**src/rtl/eth_rx_ctrl.sv**
```systemverilog
// -----------------------------------------------------------------------------
// eth_rx_pkg / eth_rx_ctrl
//
// RMII (2-bit) Ethernet receive controller. It hunts for a preamble and SFD,
// reassembles bytes from dibits, filters on destination address, keeps a
// running CRC-32 and reports the frame status once per frame.
//
// Parameters
//   pMAC_ADDR         station unicast address, byte 0 (MSB) first on the wire
//   pMAX_FRAME_BYTES  largest legal frame, DEST_ADDR through FCS
//   pMIN_FRAME_BYTES  smallest legal frame, DEST_ADDR through FCS
//
// Ports
//   Clk               50 MHz RMII reference clock
//   Rst               synchronous, active-high reset
//   Rx_Dv             RMII CRS_DV
//   Rxd[1:0]          RMII receive dibit, bit 0 earliest on the wire
//   Byte_Vld          one-cycle strobe, Byte_Data valid
//   Byte_Data[7:0]    received byte (DEST_ADDR through FCS)
//   Byte_Sof          with Byte_Vld on the first DEST_ADDR byte
//   Frame_Done        one-cycle end-of-frame strobe
//   Frame_Ok          no error flag set (valid with Frame_Done)
//   Crc_Err           FCS check failed
//   Len_Err           frame too short or too long
//   Addr_Err          destination address not accepted
//   Align_Err         frame ended on a partial byte
//   Rx_Ctrl_FSM_State current controller state
//
// The status flags are held from Frame_Done until the next SFD.
// -----------------------------------------------------------------------------
package eth_rx_pkg;

    typedef enum logic [2:0] {
        IDLE      = 3'd0,
        PREAMBLE  = 3'd1,
        DEST_ADDR = 3'd2,
        SRC_ADDR  = 3'd3,
        LEN_TYPE  = 3'd4,
        DATA      = 3'd5,
        DROP      = 3'd6
    } eth_rx_ctrl_state_t;

endpackage

module eth_rx_ctrl
    import eth_rx_pkg::*;
#(
    parameter logic [47:0] pMAC_ADDR        = 48'h02_00_00_00_00_01,
    parameter int          pMAX_FRAME_BYTES = 1518,
    parameter int          pMIN_FRAME_BYTES = 64
) (
    input  logic               Clk,
    input  logic               Rst,
    input  logic               Rx_Dv,
    input  logic [1:0]         Rxd,
    output logic               Byte_Vld,
    output logic [7:0]         Byte_Data,
    output logic               Byte_Sof,
    output logic               Frame_Done,
    output logic               Frame_Ok,
    output logic               Crc_Err,
    output logic               Len_Err,
    output logic               Addr_Err,
    output logic               Align_Err,
    output eth_rx_ctrl_state_t Rx_Ctrl_FSM_State
);

    localparam logic [31:0] CRC_POLY    = 32'hEDB88320;
    localparam logic [31:0] CRC_INIT    = 32'hFFFFFFFF;
    // Register value left behind after running a correct FCS through the CRC.
    localparam logic [31:0] CRC_RESIDUE = 32'hDEBB20E3;
    localparam logic [10:0] MAX_P1      = 11'(pMAX_FRAME_BYTES + 1);
    localparam logic [10:0] MIN_LEN     = 11'(pMIN_FRAME_BYTES);
    localparam logic [10:0] END_DEST    = 11'd6;
    localparam logic [10:0] END_SRC     = 11'd12;
    localparam logic [10:0] END_LEN     = 11'd14;

    // ------------------------------------------------------------------
    // State and datapath registers
    // ------------------------------------------------------------------
    eth_rx_ctrl_state_t state_reg, state_next;
    logic [1:0]  dibit_cnt_reg, dibit_cnt_next;
    logic [5:0]  shift_reg, shift_next;      // three most recent dibits
    logic [10:0] byte_cnt_reg, byte_cnt_next;
    logic [31:0] crc_reg, crc_next;
    logic [39:0] dest_reg, dest_next;        // first five DEST_ADDR bytes
    logic        addr_pend_reg, addr_pend_next;
    logic        len_pend_reg, len_pend_next;
    logic        report_reg, report_next;    // DROP must finish with Frame_Done

    logic        byte_vld_reg, byte_vld_next;
    logic [7:0]  byte_data_reg, byte_data_next;
    logic        byte_sof_reg, byte_sof_next;
    logic        frame_done_reg, frame_done_next;
    logic        frame_ok_reg, frame_ok_next;
    logic        crc_err_reg, crc_err_next;
    logic        len_err_reg, len_err_next;
    logic        addr_err_reg, addr_err_next;
    logic        align_err_reg, align_err_next;

    // ------------------------------------------------------------------
    // Byte assembly helpers
    // ------------------------------------------------------------------
    logic [7:0]  assembled;      // byte completed by the current dibit
    logic [47:0] dest_cand;      // full destination if this is byte 6
    logic [5:0]  byte_is_mac;
    logic [5:0]  byte_is_bcast;
    logic        addr_match;
    logic [10:0] byte_cnt_inc;
    logic        byte_done;

    // Dibits arrive LSB first, so the newest dibit lands in the top bits.
    assign assembled    = {Rxd, shift_reg};
    assign dest_cand    = {dest_reg, assembled};
    assign byte_cnt_inc = byte_cnt_reg + 11'd1;
    assign byte_done    = (dibit_cnt_reg == 2'd3);

    generate
        for (genvar gi = 0; gi < 6; gi++) begin : g_addr_cmp
            assign byte_is_mac[gi]   = (dest_cand[8*gi +: 8] == pMAC_ADDR[8*gi +: 8]);
            assign byte_is_bcast[gi] = (dest_cand[8*gi +: 8] == 8'hFF);
        end
    endgenerate

    assign addr_match = (&byte_is_mac) | (&byte_is_bcast);

    // Reflected CRC-32, one byte per call.
    function automatic logic [31:0] crc32_byte(input logic [31:0] crc_in,
                                               input logic [7:0]  data);
        logic [31:0] c;
        c = crc_in ^ {24'd0, data};
        for (int i = 0; i < 8; i++) begin
            c = c[0] ? ((c >> 1) ^ CRC_POLY) : (c >> 1);
        end
        return c;
    endfunction

    // ------------------------------------------------------------------
    // Next-state and output logic
    // ------------------------------------------------------------------
    always_comb begin
        state_next      = state_reg;
        dibit_cnt_next  = dibit_cnt_reg;
        shift_next      = shift_reg;
        byte_cnt_next   = byte_cnt_reg;
        crc_next        = crc_reg;
        dest_next       = dest_reg;
        addr_pend_next  = addr_pend_reg;
        len_pend_next   = len_pend_reg;
        report_next     = report_reg;
        byte_vld_next   = 1'b0;
        byte_data_next  = byte_data_reg;
        byte_sof_next   = 1'b0;
        frame_done_next = 1'b0;
        frame_ok_next   = frame_ok_reg;
        crc_err_next    = crc_err_reg;
        len_err_next    = len_err_reg;
        addr_err_next   = addr_err_reg;
        align_err_next  = align_err_reg;

        case (state_reg)
            IDLE: begin
                if (Rx_Dv && (Rxd == 2'b01)) begin
                    state_next = PREAMBLE;
                end
            end

            PREAMBLE: begin
                if (!Rx_Dv) begin
                    state_next = IDLE;
                end else begin
                    case (Rxd)
                        2'b01: state_next = PREAMBLE;
                        2'b11: begin
                            // SFD complete: fresh frame, previous status released.
                            state_next     = DEST_ADDR;
                            dibit_cnt_next = 2'd0;
                            shift_next     = 6'd0;
                            byte_cnt_next  = 11'd0;
                            crc_next       = CRC_INIT;
                            dest_next      = 40'd0;
                            addr_pend_next = 1'b0;
                            len_pend_next  = 1'b0;
                            report_next    = 1'b0;
                            frame_ok_next  = 1'b0;
                            crc_err_next   = 1'b0;
                            len_err_next   = 1'b0;
                            addr_err_next  = 1'b0;
                            align_err_next = 1'b0;
                        end
                        default: begin
                            // Broken preamble: swallow the burst silently.
                            state_next  = DROP;
                            report_next = 1'b0;
                        end
                    endcase
                end
            end

            DEST_ADDR, SRC_ADDR, LEN_TYPE, DATA: begin
                if (!Rx_Dv) begin
                    state_next      = IDLE;
                    frame_done_next = 1'b1;
                    align_err_next  = (dibit_cnt_reg != 2'd0);
                    len_err_next    = (byte_cnt_reg < MIN_LEN);
                    crc_err_next    = (crc_reg != CRC_RESIDUE);
                    addr_err_next   = 1'b0;
                    frame_ok_next   = (dibit_cnt_reg == 2'd0) &&
                                      (byte_cnt_reg >= MIN_LEN) &&
                                      (crc_reg == CRC_RESIDUE);
                end else begin
                    dibit_cnt_next = dibit_cnt_reg + 2'd1;
                    shift_next     = assembled[7:2];
                    if (byte_done) begin
                        byte_cnt_next = byte_cnt_inc;
                        if (byte_cnt_inc == MAX_P1) begin
                            // Oversize: the offending byte is not forwarded.
                            len_pend_next = 1'b1;
                            report_next   = 1'b1;
                            state_next    = DROP;
                        end else begin
                            byte_vld_next  = 1'b1;
                            byte_data_next = assembled;
                            byte_sof_next  = (byte_cnt_inc == 11'd1);
                            crc_next       = crc32_byte(crc_reg, assembled);
                            case (state_reg)
                                DEST_ADDR: begin
                                    dest_next = dest_cand[39:0];
                                    if (byte_cnt_inc == END_DEST) begin
                                        if (addr_match) begin
                                            state_next = SRC_ADDR;
                                        end else begin
                                            addr_pend_next = 1'b1;
                                            report_next    = 1'b1;
                                            state_next     = DROP;
                                        end
                                    end
                                end
                                SRC_ADDR: begin
                                    if (byte_cnt_inc == END_SRC) begin
                                        state_next = LEN_TYPE;
                                    end
                                end
                                LEN_TYPE: begin
                                    if (byte_cnt_inc == END_LEN) begin
                                        state_next = DATA;
                                    end
                                end
                                default: begin
                                end
                            endcase
                        end
                    end
                end
            end

            DROP: begin
                if (!Rx_Dv) begin
                    state_next = IDLE;
                    if (report_reg) begin
                        frame_done_next = 1'b1;
                        frame_ok_next   = 1'b0;
                        crc_err_next    = 1'b0;
                        align_err_next  = 1'b0;
                        addr_err_next   = addr_pend_reg;
                        len_err_next    = len_pend_reg;
                    end
                end
            end

            default: begin
                state_next = IDLE;
            end
        endcase
    end

    // ------------------------------------------------------------------
    // Registers
    // ------------------------------------------------------------------
    always_ff @(posedge Clk) begin
        if (Rst) begin
            state_reg      <= IDLE;
            dibit_cnt_reg  <= 2'd0;
            shift_reg      <= 6'd0;
            byte_cnt_reg   <= 11'd0;
            crc_reg        <= CRC_INIT;
            dest_reg       <= 40'd0;
            addr_pend_reg  <= 1'b0;
            len_pend_reg   <= 1'b0;
            report_reg     <= 1'b0;
            byte_vld_reg   <= 1'b0;
            byte_data_reg  <= 8'd0;
            byte_sof_reg   <= 1'b0;
            frame_done_reg <= 1'b0;
            frame_ok_reg   <= 1'b0;
            crc_err_reg    <= 1'b0;
            len_err_reg    <= 1'b0;
            addr_err_reg   <= 1'b0;
            align_err_reg  <= 1'b0;
        end else begin
            state_reg      <= state_next;
            dibit_cnt_reg  <= dibit_cnt_next;
            shift_reg      <= shift_next;
            byte_cnt_reg   <= byte_cnt_next;
            crc_reg        <= crc_next;
            dest_reg       <= dest_next;
            addr_pend_reg  <= addr_pend_next;
            len_pend_reg   <= len_pend_next;
            report_reg     <= report_next;
            byte_vld_reg   <= byte_vld_next;
            byte_data_reg  <= byte_data_next;
            byte_sof_reg   <= byte_sof_next;
            frame_done_reg <= frame_done_next;
            frame_ok_reg   <= frame_ok_next;
            crc_err_reg    <= crc_err_next;
            len_err_reg    <= len_err_next;
            addr_err_reg   <= addr_err_next;
            align_err_reg  <= align_err_next;
        end
    end

    assign Byte_Vld          = byte_vld_reg;
    assign Byte_Data         = byte_data_reg;
    assign Byte_Sof          = byte_sof_reg;
    assign Frame_Done        = frame_done_reg;
    assign Frame_Ok          = frame_ok_reg;
    assign Crc_Err           = crc_err_reg;
    assign Len_Err           = len_err_reg;
    assign Addr_Err          = addr_err_reg;
    assign Align_Err         = align_err_reg;
    assign Rx_Ctrl_FSM_State = state_reg;

endmodule

```
**config.mk**
```make
export PLATFORM = sky130hd
export DESIGN_NAME = eth_rx_ctrl
export DESIGN_NICKNAME = d
export VERILOG_FILES = /design/src/rtl/eth_rx_ctrl.sv
export SDC_FILE = /design/constraint.sdc
export NUM_CORES = 1
export LEC_CHECK = 0
export CORE_AREA = 2 2 175 91
export DETAILED_ROUTE_END_ITERATION = 6
export DIE_AREA = 0 0 177 93
export PLACE_DENSITY_LB_ADDON = 0.05
export SLEW_MARGIN = 30
export SYNTH_ARGS = -nofsm -noshare
export SYNTH_HDL_FRONTEND = slang
export SYNTH_SLANG_ARGS = --single-unit
```
**constraint.sdc**
```tcl
create_clock -name Clk -period 3 [get_ports Clk]
set_input_delay 0.45 -clock Clk [delete_from_list [all_inputs] [get_ports Clk]]
set_output_delay 0.45 -clock Clk [all_outputs]
set_load 0.03 [all_outputs]
```
Word level (Yosys, flattened, before mapping)
Cells that the tools add are included.
Widths: inputs -> output; s select.

storage, ports and cells
  register bits after elaboration = 113
  bits in latches = 0
  memory bits (writable) = 0
  memory bits (read-only) = 0
  input bits = 5
  output and inout port bits = 19
  word-level logic and storage cells = 196
  memories kept = 0

operators by class
  add/sub/neg operators = 2
  $mul = 0
  div/mod/pow operators = 0
  $lt $le $gt $ge = 2
  equal/unequal tests = 46
  shift-type cells = 0
  multiplexer cells = 87
  bitwise logic cells = 14
  reduce and logical (&&, ||, !) cells = 27

operators with widths
  kind                  number
  $mux 32               13
  $mux 40               6
  $not 13->14           8
  $pmux 40 s2           1
  $pmux 32 s2           1
  $eq 8x8->1 const B    6
  $mux 11               4
  $eq 32x32->1 const B  1
  $logic_not 8->1       4
  $ne 32x32->1 const B  1
  $xor 32x8->32         1
  $mux 1                31
  $mux 3                10
  $reduce_and 6->1      5
  $ne 2x2->1 const B    14
  $eq 11x4->1 const B   2
  $pmux 11 s2           1
  $mux 6                3
  $ne 5x5->1 const B    3
  $pmux 1 s3            5
  $reduce_and 7->1      2
  $ne 3x3->1 const B    4
  $pmux 3 s4            1
  $pmux 6 s2            1
  other kinds (33)      50

Logic depth before layout (Yosys ltp)
  depth after elaboration = 21
  mapped depth = 12
  gate-level depth less buffers = 10

Least setup slack after synthesis
No wires, ideal clock.

  path type = register to register
  start point = reg byte_cnt_reg[1]
  end point = reg crc_reg[1]
  setup time = 120 ps
  data arrival time = 2586 ps
  data required time = 2880 ps
  path slack = 294 ps
  stages on the path, launching flop included = 12
  path buffers = 2
  period minus slack after synthesis = 2706 ps
  cell sequence = dfxtp_1 ha_1 buf_2 inv_1 or4_1 a22oi_1 and4b_1 buf_4 nor2_4 nor2_1 a21oi_1 a211o_1

between the ends
  cells in the longest elaborated chain, start to end = 4

RTL lines
  what                        line  RTL
  start, declared             84    logic [10:0] byte_cnt_reg, byte_cnt_next;
  start signal, assigned      304   byte_cnt_reg <= byte_cnt_next;
  $add 11x1->11               115   assign byte_cnt_inc = byte_cnt_reg + 11'd1;
  $eq 11x11->1                216   if (byte_cnt_inc == MAX_P1) begin
  $ne 2x2->1 (no line)        -
  $reduce_and 6->1 (no line)  -
  end signal, assigned        305   crc_reg <= crc_next;
  end, declared               85    logic [31:0] crc_reg, crc_next;

Every way passes these cells.
A chain may end at the register's enable or synchronous reset.

Final worst setup path
  start point = reg byte_cnt_reg[1]
  end point = reg state_reg[1] (netlist: Rx_Ctrl_FSM_State[1])

between the ends
  cells in the longest elaborated chain, start to end = 6
  elaborated cells between the ends (all ways) = 14
  those cells by class = 1 x add/sub; 8 x eq/ne; 4 x mux; 1 x reduce/logical

RTL lines
  what                  line  RTL
  $add 11x1->11 (*)     115
  $eq 11x11->1          216
  $mux 3                216
  $mux 3                214   if (byte_done) begin
  $mux 3                201   if (!Rx_Dv) begin
  $pmux 3 s4            161   case (state_reg)
  end signal, assigned  301   state_reg <= state_next;
  end, declared         81    eth_rx_ctrl_state_t state_reg, state_next;

Mark *: on every way between the ends. The rest lies on a longest branch, timed or not. The select of a mux whose other input is x is not followed.

==> metrics <==
Routed WL=17500 um; total grt overflow=0; CTS Sinks=113; hold_buf cts=0; post-synth top area share=38.4%; biggest area consumer among synthesized cells=dfxtp_1; IR drop worst, VDD=0.404 mV; die area=16500 um^2; largest cells by area after synthesis=dfxtp_1 (38%), xnor2_1 (7.6%), nand3_1 (6.8%); sequential element share of the synthesized area=38.4%; f_max=356 MHz; Critical Path Fanout Max=10; Clk pin slew, worst setup/hold paths=0.06 ns; count of warnings emitted by yosys=0; crit path time final=2.81 ns; DRT iter0 DRCs=612; Area Overhead vs Synth=18.9%; Core Area=15000 um^2; initial antenna violation count=0; largest net degree at the start of global routing=82; static leakage=2.36 nW; drt pass-1 iters=5; fill cell count=1477; hold slack=0.476 ns; cell area after synthesis=5890 um^2; htree depth=4; mean area per synthesized cell=7.97 um^2; fin nets=771; IO Pins=24; Worst setup SP type=flop; starting density of the core=39.2%; worst slew pin tran=0.902 ns; Post-synth EDFFs=0; post_cts resized=0; Avg Vias per Cell=5.62; status=complete, no violations; clk buf depth=2; Power Density=657 nW/um^2; period utilization=93.7%; setup bufs post-CTS=0; via count=5489; GRT Total Usage=22.4%; drt drc=0; asr flop ratio synth=0%; Post-Syn Nets=751; vias in the first global route=5064; Final Max Slew Viols=0; # diodes=0; critical path class=flop to flop; FP Rows=32; min-delay src=dest_reg[37]$_SDFFE_PP0P_; worst path required time=3.32 ns; reg2reg start=byte_cnt_reg[1]$_SDFFE_PP0P_; Gate Count Post-Synth=739; WL per Instance=18.0 um; Clock Latency Late Sink=0.41 ns; RePlAce Congestion=0.819; DP Wirelength=12400 um; Root Buffer=clkbuf_16; ys flop type=dfxtp_1; setup tns final=0 ns; Worst Setup End Kind=flop; RSZ-0062 raised after global routing=no; Setup violations, final=0; final hold violations=0; chip height=93 um; Slew headroom=39.4%; Util after Layout=46.7%; Max-Cap Viols=0; max reg flops=40; synth unique cells=64; post-route clock skew=0.00941 ns; CTS tree=done; IO buf count=23; post-route ant nets=0; HP Class=flop to flop; critical path startpoint=byte_cnt_reg[1]$_SDFFE_PP0P_; first-pass GRT wire length=28400 um; TritonCTS buffer count=17; Worst Path Arrival=3.13 ns; Yosys reg bits=113; die span in x=177 um; layout cells sized above 1=11.0%
cell type report:
class                   count  area, um^2  area share [%]
multi-input cells         562        3340            47.7
flip-flops and latches    113        2260            32.3
repair buffers             56         510            7.29
clock buffers              18         439            6.27
well taps                 204         255            3.64
clock inverters            14         164            2.34
inverters                   9        33.8           0.482
stage by stage:
| step | instances | setup slack (ns) | power, W | instance area, um^2 |
|---|---|---|---|---|
| 2_1_floorplan | 739 | 0.294 | 0.00228 | 5890 |
| 6_report | 976 | 0.189 | 0.00460 | 7000 |
| 5_1_grt | 976 | 0.00233 | 0.00477 | 7000 |
| 3_3_place_gp | 944 | 0.191 | 0.00253 | 6390 |
| 3_5_place_dp | 944 | 0.106 | 0.00253 | 6400 |
| 4_1_cts | 976 | 0.0819 | 0.00460 | 7000 |
worst max-delay path: stages, from the launching register on:
cell	delay (ns)
dfxtp_1	0.34
ha_2	0.29
nand3_1	0.18
or4_1	0.51
a22o_1	0.30
o311ai_2	0.23
o311ai_1	0.19
a21oi_2	0.30
o21ai_1	0.14
a221oi_2	0.23
logic make-up after synthesis:
family / synth area share, %
and+or+nand+nor: 26.6
xor gates and xnor gates: 11.0
AOI/OAI and AO/OA: 15.1
DFF: 38.4
muxes: 2.23
adders and majority gates: 1.49
buffers and inverters: 5.18
cell usage after synthesis, types with 15 or more instances:
library cell	n
nor4_1	18
nand4_1	19
xor2_1	23
nand3_1	80
nor2_1	51
o21ai_0	44
xnor2_1	51
clkbuf_1	28
dfxtp_1	113
a21oi_1	71
nor3_1	15
nand2_1	90
placed cells by master, fill, tap and decap left out, types with 4 or more instances in the layout:
cell type / instances
a21o_1: 5
a21oi_1: 70
a22oi_1: 6
and2_1: 4
and3_1: 4
buf_4: 30
clkbuf_16: 17
clkdlybuf4s50_1: 22
clkinv_2: 5
dfxtp_1: 113
ha_1: 6
inv_1: 8
mux2i_1: 12
nand2_1: 89
nand2b_1: 5
nand3_1: 80
nand4_1: 19
nand4b_1: 5
nor2_1: 50
nor3_1: 15
nor4_1: 18
o21ai_0: 44
or4_1: 4
xnor2_1: 51
xor2_1: 23
path summary, 6_finish.rpt:
path / to / slack [ns] / cells past startpoint
setup / recovery: Rx_Ctrl_FSM_State[1]$_SDFFE_PP0P_ / 0.19 / 9
hold / removal: dest_reg[37]$_SDFFE_PP0P_ / 0.48 / 2
setup reg to reg: Rx_Ctrl_FSM_State[1]$_SDFFE_PP0P_ / 0.19 / 9
hold reg to reg: dest_reg[37]$_SDFFE_PP0P_ / 0.48 / 2
power by group:
part / total [W] / switching [W] / internal, W
registers: 0.00159 / 0.0000548 / 0.00154
logic: 0.000923 / 0.000603 / 0.000321
clock network: 0.00209 / 0.000761 / 0.00132
total: 0.00460 / 0.00142 / 0.00318
layer usage:
layer	vias to the layer above	track usage, %	part of all wire [%]
met4	0	5.85	1.0
li1	2640	-	-
met1	2642	36.5	56
met5	-	0	0
met2	189	27.7	36
met3	18	5.85	7.5
Power figures use the tool's default switching activity.
